<file path="config.mk">
export PLATFORM = sky130hd
export DESIGN_NAME = vga_sync_rx
export DESIGN_NICKNAME = d
export VERILOG_FILES = /design/src/rtl/vga_sync_rx.sv
export SDC_FILE = /design/constraint.sdc
export NUM_CORES = 1
export LEC_CHECK = 0
export ABC_AREA = 1
export ABC_CLOCK_PERIOD_IN_PS = 3800
export CAP_MARGIN = 20
export CORE_ASPECT_RATIO = 2
export CORE_MARGIN = 2
export CORE_UTILIZATION = 55
export CTS_CLUSTER_DIAMETER = 200
export DETAILED_ROUTE_END_ITERATION = 16
export HOLD_SLACK_MARGIN = 0.03
export PLACE_DENSITY = 0.77
export SYNTH_ARGS = -nofsm -noshare
export SYNTH_HDL_FRONTEND = slang
export SYNTH_SLANG_ARGS = --single-unit
</file>
<file path="constraint.sdc">
create_clock -name clk_pix -period 3.8 [get_ports clk_pix]
set_input_delay 0.38 -clock clk_pix [delete_from_list [all_inputs] [get_ports clk_pix]]
set_output_delay 0.38 -clock clk_pix [all_outputs]
set_load 0.1 [all_outputs]
</file>
<file path="src/rtl/vga_sync_rx.sv">
// VGA timing receiver: locks onto incoming hsync/vsync timing and recovers
// active-area coordinates, data-enable and colour two clocks after the pins.
module vga_sync_rx #(
    parameter int unsigned SYNC_POL = 0,
    parameter int unsigned H_TOTAL  = 800,
    parameter int unsigned V_TOTAL  = 525,
    parameter int unsigned H_START  = 144,
    parameter int unsigned V_START  = 35,
    parameter int unsigned H_ACTIVE = 640,
    parameter int unsigned V_ACTIVE = 480,
    parameter int unsigned CORDW    = 10,
    parameter int unsigned CNTW     = 12
) (
    input  logic             clk_pix,
    input  logic             rst_pix,
    input  logic             vga_hsync,
    input  logic             vga_vsync,
    input  logic [3:0]       vga_r,
    input  logic [3:0]       vga_g,
    input  logic [3:0]       vga_b,
    output logic             locked,
    output logic [CORDW-1:0] sx,
    output logic [CORDW-1:0] sy,
    output logic             de,
    output logic [3:0]       pix_r,
    output logic [3:0]       pix_g,
    output logic [3:0]       pix_b,
    output logic             frame_start,
    output logic [CNTW-1:0]  line_len,
    output logic [7:0]       err_cnt
);

    localparam logic            POL_INV   = (SYNC_POL == 0);
    localparam logic [CNTW-1:0] C_MAX     = {CNTW{1'b1}};
    localparam logic [CNTW-1:0] C_H_LAST  = CNTW'(H_TOTAL - 1);
    localparam logic [CNTW-1:0] C_V_LAST  = CNTW'(V_TOTAL - 1);
    localparam logic [CNTW-1:0] C_H_TMO   = CNTW'(2 * H_TOTAL);
    localparam logic [CNTW-1:0] C_V_TMO   = CNTW'(2 * V_TOTAL);
    localparam logic [CNTW-1:0] C_H_START = CNTW'(H_START);
    localparam logic [CNTW-1:0] C_H_END   = CNTW'(H_START + H_ACTIVE);
    localparam logic [CNTW-1:0] C_V_START = CNTW'(V_START);
    localparam logic [CNTW-1:0] C_V_END   = CNTW'(V_START + V_ACTIVE);

    typedef enum logic [1:0] {ST_SEARCH, ST_VERIFY, ST_LOCKED} state_t;

    state_t          r_state, w_state_next;
    logic            r_hs1, r_vs1, r_hs_prev, r_vs_prev;
    logic [3:0]      r_r1, r_g1, r_b1;
    logic            r_vflag, r_bad;
    logic [CNTW-1:0] r_hcnt, r_vcnt;
    logic            w_hedge, w_vedge, w_fedge;
    logic [CNTW-1:0] w_hcnt, w_vcnt;
    logic            w_line_bad, w_frame_good, w_timeout, w_active;
    logic            w_bad_next, w_err_inc, w_lock_next, w_de;

    logic             r_locked, r_de, r_frame_start;
    logic [CORDW-1:0] r_sx, r_sy;
    logic [3:0]       r_pix_r, r_pix_g, r_pix_b;
    logic [CNTW-1:0]  r_line_len;
    logic [7:0]       r_err_cnt;

    // Input stage; syncs normalised so that 1 means asserted.
    always_ff @(posedge clk_pix or posedge rst_pix) begin
        if (rst_pix) begin
            r_hs1     <= 1'b0;
            r_vs1     <= 1'b0;
            r_hs_prev <= 1'b0;
            r_vs_prev <= 1'b0;
            r_r1      <= 4'd0;
            r_g1      <= 4'd0;
            r_b1      <= 4'd0;
        end else begin
            r_hs1     <= vga_hsync ^ POL_INV;
            r_vs1     <= vga_vsync ^ POL_INV;
            r_hs_prev <= r_hs1;
            r_vs_prev <= r_vs1;
            r_r1      <= vga_r;
            r_g1      <= vga_g;
            r_b1      <= vga_b;
        end
    end

    assign w_hedge = r_hs1 & ~r_hs_prev;
    assign w_vedge = r_vs1 & ~r_vs_prev;
    assign w_fedge = w_hedge & (r_vflag | w_vedge);

    // Counters as seen by the pixel currently in the input stage.
    assign w_hcnt = w_hedge ? '0 : ((r_hcnt == C_MAX) ? r_hcnt : r_hcnt + CNTW'(1));
    assign w_vcnt = w_fedge ? '0 :
                    ((w_hedge && (r_vcnt != C_MAX)) ? r_vcnt + CNTW'(1) : r_vcnt);

    assign w_line_bad   = w_hedge & (r_hcnt != C_H_LAST);
    assign w_frame_good = (r_vcnt == C_V_LAST);
    assign w_timeout    = (w_hcnt >= C_H_TMO) | (w_vcnt >= C_V_TMO);
    assign w_active     = (w_hcnt >= C_H_START) && (w_hcnt < C_H_END) &&
                          (w_vcnt >= C_V_START) && (w_vcnt < C_V_END);

    always_comb begin
        w_state_next = r_state;
        w_bad_next   = r_bad;
        w_err_inc    = 1'b0;
        case (r_state)
            ST_SEARCH: begin
                w_bad_next = 1'b0;
                if (w_fedge) w_state_next = ST_VERIFY;
            end
            ST_VERIFY: begin
                if (w_timeout) begin
                    w_state_next = ST_SEARCH;
                end else if (w_fedge) begin
                    if (!r_bad && !w_line_bad && w_frame_good) w_state_next = ST_LOCKED;
                    w_bad_next = 1'b0;
                end else if (w_line_bad) begin
                    w_bad_next = 1'b1;
                end
            end
            ST_LOCKED: begin
                if (w_line_bad || (w_fedge && !w_frame_good) || w_timeout) begin
                    w_state_next = ST_SEARCH;
                    w_err_inc    = 1'b1;
                end
            end
            default: w_state_next = ST_SEARCH;
        endcase
    end

    assign w_lock_next = (w_state_next == ST_LOCKED);
    assign w_de        = w_active & w_lock_next;

    // Timing state: counters, vsync flag, FSM.
    always_ff @(posedge clk_pix or posedge rst_pix) begin
        if (rst_pix) begin
            r_state <= ST_SEARCH;
            r_bad   <= 1'b0;
            r_vflag <= 1'b0;
            r_hcnt  <= '0;
            r_vcnt  <= '0;
        end else begin
            r_state <= w_state_next;
            r_bad   <= w_bad_next;
            r_hcnt  <= w_hcnt;
            r_vcnt  <= w_vcnt;
            if (w_fedge)      r_vflag <= 1'b0;
            else if (w_vedge) r_vflag <= 1'b1;
        end
    end

    // Output registers; de and frame_start already gated by the next lock state.
    always_ff @(posedge clk_pix or posedge rst_pix) begin
        if (rst_pix) begin
            r_locked      <= 1'b0;
            r_de          <= 1'b0;
            r_sx          <= '0;
            r_sy          <= '0;
            r_pix_r       <= 4'd0;
            r_pix_g       <= 4'd0;
            r_pix_b       <= 4'd0;
            r_frame_start <= 1'b0;
            r_line_len    <= '0;
            r_err_cnt     <= 8'd0;
        end else begin
            r_locked      <= w_lock_next;
            r_de          <= w_de;
            r_sx          <= w_de ? CORDW'(w_hcnt - C_H_START) : '0;
            r_sy          <= w_de ? CORDW'(w_vcnt - C_V_START) : '0;
            r_pix_r       <= w_de ? r_r1 : 4'd0;
            r_pix_g       <= w_de ? r_g1 : 4'd0;
            r_pix_b       <= w_de ? r_b1 : 4'd0;
            r_frame_start <= w_de && (w_hcnt == C_H_START) && (w_vcnt == C_V_START);
            if (w_hedge) r_line_len <= (r_hcnt == C_MAX) ? C_MAX : r_hcnt + CNTW'(1);
            if (w_err_inc && (r_err_cnt != 8'hFF)) r_err_cnt <= r_err_cnt + 8'd1;
        end
    end

    assign locked      = r_locked;
    assign de          = r_de;
    assign sx          = r_sx;
    assign sy          = r_sy;
    assign pix_r       = r_pix_r;
    assign pix_g       = r_pix_g;
    assign pix_b       = r_pix_b;
    assign frame_start = r_frame_start;
    assign line_len    = r_line_len;
    assign err_cnt     = r_err_cnt;

endmodule

</file>
==> summary.txt, run 1 <==
CTS
  – # resized after CTS: 0
  – CTS Buffer Depth: 2
  – Hold-fix buffers, CTS: 0
  – Clock root cell: clkbuf_16
  – Clock-pin slew on the worst setup and hold paths: around 0.070 ns
  – Cts bufs inserted: 9
  – Post-CTS repair timing setup buffer count: 0
  – H-tree Lvls: 3
  – Worst-skew pair later-pin latency: around 0.35 ns
  – CTS sink cnt: a little under 100
  – TritonCTS clock tree: done

Global route
  – Total GRT Usage: 23.19%
  – Initial antenna violation count: 0
  – First-pass GRT wire length: ~18000 µm
  – Largest net degree at the start of global routing: 55
  – Vias in the first global route: 4005
  – GR Overflow Total: 0

Min path
  – Worst hold path type: reg2reg

Route
  – Iteration count of the initial detailed-routing pass: 4
  – Top Metal Used: met4
  – Final ANT Viol Nets: 0
  – Met3 Routed Length: roughly 330 µm
  – Final WL: between 10000 and 15000 µm
  – Avg Vias per Cell: slightly above 5
  – DRC violations left: 0
  – Starting DRT DRC Count: 168
  – DR WL met2: between 6000 and 7000 µm
  – Met1 Wirelength: between 3000 and 4000 µm
  – DR vias: 3868
  – WL/cell: around 15 µm

Final layout
  – Multi-input gate area: approximately 2200 µm²
  – Final net count: between 600 and 700
  – Fillcell total: ~720
  – Sequential standard cell area: around 2500 µm²
  – N_diodes: 0
  – Finished Layout Cells: ~750
  – Layout area overhead: 21.03%
  – Share of cells above drive strength 1: between 10% and 20%

Timing
  – Final Hold Vio Count: 0
  – Slew Limit Fails: 0
  – Slew Limit Headroom: 31.80%
  – Fmax: about 300 MHz
  – Final setup vio count: 0
  – Final Cycle Share: roughly nine tenths
  – RSZ-0062 raised after global routing: no
  – Skew final: ~0.0075 ns
  – Fin crit period: 3.350 ns
  – Worst-Margin Slew: about 1.0 ns
  – Post-route setup slack: between 0.4 and 0.5 ns
  – TNS Setup: 0 ns

Pwr
  – Peak supply drop: approximately 0.33 mV
  – Leakage: ~3.1 nW
  – Pwr Density: between 400 and 500 nW/µm²

Logic synthesis
  – Synth area leaders: dfrtp_1 48%, nand2_1 9.0%, nor2_4 8.1%
  – Post-synthesis register bit count: 99
  – Post-synth top cells: 122 x nand2_1, 99 x dfrtp_1, 84 x inv_1, 43 x nor2_1, 37 x nor2_4
  – Syn Area/Cell: 9.120 µm²
  – Post-synth top area share: 48.42%
  – Synth cell types: 36
  – Count leader, synth: nand2_1
  – Mapped Area: slightly above 5000 µm²
  – Sequential area share after synthesis: between 40% and 50%
  – Net Count, Synth: approximately 590
  – Async set-or-reset flop fraction in the synthesized netlist: 100.0%
  – Post-synth top flop: dfrtp_1
  – EDFF count, synth: 0
  – Largest area contributor in the synthesized netlist: dfrtp_1
  – Synth Instances: approximately 560
  – YS warnings: 0

Placement
  – RePlAce Congestion: 0.9955
  – Pre-CTS setup slack: around 0.46 ns
  – Port Buffers: 70
  – Post-DP HPWL: 8389 µm
  – Dpl cells: 729

Worst setup path
  – Worst setup SP type: flip-flop
  – Crit. End Element: flip-flop
  – CP max FO: 26
  – CP Class: reg2reg
  – Worst endpoint required time: approximately 4.1 ns
  – Critical path arrival: 3.63 ns

Floorplan
  – Core area: ~9000 µm²
  – Die H: 140.4 µm
  – Die area: between 10000 and 15000 µm²
  – Top-Level Pins: between 70 and 80
  – Chip width: roughly 72 µm
  – Starting Density: a little under three fifths
  – Site Rows: 49

Job
  – Max-cap viol count: 0

Outcome
  – Status: completed
-- worst paths after layout --
path / end / cells after the start / slack (ns) / startpoint
max in group asynchronous: r_b1[1]$_DFF_PP0_ / 3 / 2.50 / rst_pix
worst min-delay path: r_hs_prev$_DFF_PP0_ / 0 / 0.38 / r_hs1$_DFF_PP0_
min in group asynchronous: r_g1[3]$_DFF_PP0_ / 2 / 0.49 / rst_pix
worst max register to register: pix_b[3]$_DFF_PP0_ / 19 / 0.45 / r_vcnt[0]$_DFF_PP0_
worst max-delay path: pix_b[3]$_DFF_PP0_ / 19 / 0.45 / r_vcnt[0]$_DFF_PP0_
worst min register to register: r_hs_prev$_DFF_PP0_ / 0 / 0.38 / r_hs1$_DFF_PP0_
-- kinds of logic (layout without fill, tap and decap cells) --
family          count (synthesis)  in the layout  synth area share (%)
simple gates                  294            294                 32.09
buf+inv                       102            184                 8.829
fa+ha+maj                      10             10                 2.446
compound gates                 30             30                 3.766
xor+xnor                       26             26                 4.451
flops                          99             99                 48.42
-- final cells by class --
type                            instances  area share (%)
Multi-Input combinational cell        360           35.32
Timing Repair Buffer                   75           12.12
Tap cell                              102           2.061
Sequential cell                        99           40.01
Clock buffer                            9           3.637
Clock inverter                          7           1.132
Inverter                               93           5.718
-- layer usage --
| metal | track usage (%) | up-vias |
|---|---|---|
| li1 | - | 1881 |
| met1 | 22.62 | 1850 |
| met2 | 43.89 | 99 |
| met3 | 2.662 | 38 |
| met4 | 14.50 | 0 |
| met5 | 0 | - |
-- per-stage QoR --
| stage | instance area [µm²] | utilization [%] | power, mW | hold WS (ns) |
|---|---|---|---|---|
| 3_5_place_dp | 5897 | 65.43 | 1.781 | 0.3629 |
| 2_1_floorplan | 5116 | - | 1.642 | 0.3537 |
| 4_1_cts | 6192 | 68.71 | 2.672 | 0.3793 |
| 6_report | 6192 | 68.71 | 2.663 | 0.3779 |
| 5_1_grt | 6192 | 68.71 | 2.776 | 0.3904 |
| 3_3_place_gp | 5897 | 65.43 | 1.763 | 0.3598 |
-- worst max-delay path: stages, from the launching register on --
cell     delay [ns]
dfrtp_1        0.39
ha_1           0.21
inv_1          0.08
nor2_4         0.16
nand3_2        0.25
nand2_4        0.20
xor2_1         0.09
nor2_1         0.34
inv_1          0.09
ha_1           0.20
inv_1          0.05
nand3_1        0.09
nand2_1        0.09
nand2_1        0.06
nand2_2        0.09
nand4_2        0.13
nand2_2        0.11
nand3_4        0.23
buf_12         0.29
nor2_1         0.12
-- power by group --
group          leakage (nW)  internal [mW]  total (mW)  switching [mW]
Sequential             1.32           1.12        1.17          0.0523
Clock                 0.147          0.463       0.901           0.439
Combinational          1.62          0.167       0.592           0.425
Total                  3.08           1.75        2.66           0.916
-- cell usage in the layout (no fill, tap or decap), types with 4 or more instances in the layout --
| cell type | n |
|---|---|
| buf_4 | 4 |
| dfrtp_1 | 99 |
| a21oi_1 | 5 |
| nand2_1 | 122 |
| clkbuf_16 | 9 |
| o21ai_1 | 4 |
| a31oi_1 | 4 |
| inv_1 | 83 |
| nor2_2 | 6 |
| xnor2_1 | 7 |
| nor2_1 | 43 |
| nor3_1 | 6 |
| nand3_2 | 10 |
| nand2_2 | 18 |
| clkdlybuf4s50_1 | 70 |
| nand3_1 | 28 |
| inv_2 | 7 |
| nor2_4 | 37 |
| nand4_1 | 16 |
| xor2_1 | 19 |
| ha_1 | 10 |
| o21ai_0 | 11 |
-- registers in the layout, summed over array words and instances, names as in the netlist, 2 cells and up --
name / count
r_r1: 4
pix_g: 4
r_state: 2
r_b1: 4
err_cnt: 8
pix_b: 4
pix_r: 4
r_g1: 4
sy: 10
sx: 10
r_vcnt: 12
line_len: 12
r_hcnt: 12
(Power assumes the default switching activity.)
==> run 2: changes to the inputs <==
--- a/config.mk
+++ b/config.mk
@@ -15,6 +15,7 @@
 export DETAILED_ROUTE_END_ITERATION = 16
 export HOLD_SLACK_MARGIN = 0.03
 export PLACE_DENSITY = 0.77
+export SLEW_MARGIN = 5
 export SYNTH_ARGS = -nofsm -noshare
 export SYNTH_HDL_FRONTEND = slang
 export SYNTH_SLANG_ARGS = --single-unit
==> results of run 2 <==
No change in the layout: final DEF, timing and power equal those of run 1.
==> run 3: changes to the inputs <==
--- a/config.mk
+++ b/config.mk
@@ -7,7 +7,6 @@
 export LEC_CHECK = 0
 export ABC_AREA = 1
 export ABC_CLOCK_PERIOD_IN_PS = 3800
-export CAP_MARGIN = 20
 export CORE_ASPECT_RATIO = 2
 export CORE_MARGIN = 2
 export CORE_UTILIZATION = 55
==> results of run 3 <==
No change in the layout: final DEF, timing and power equal those of run 1.
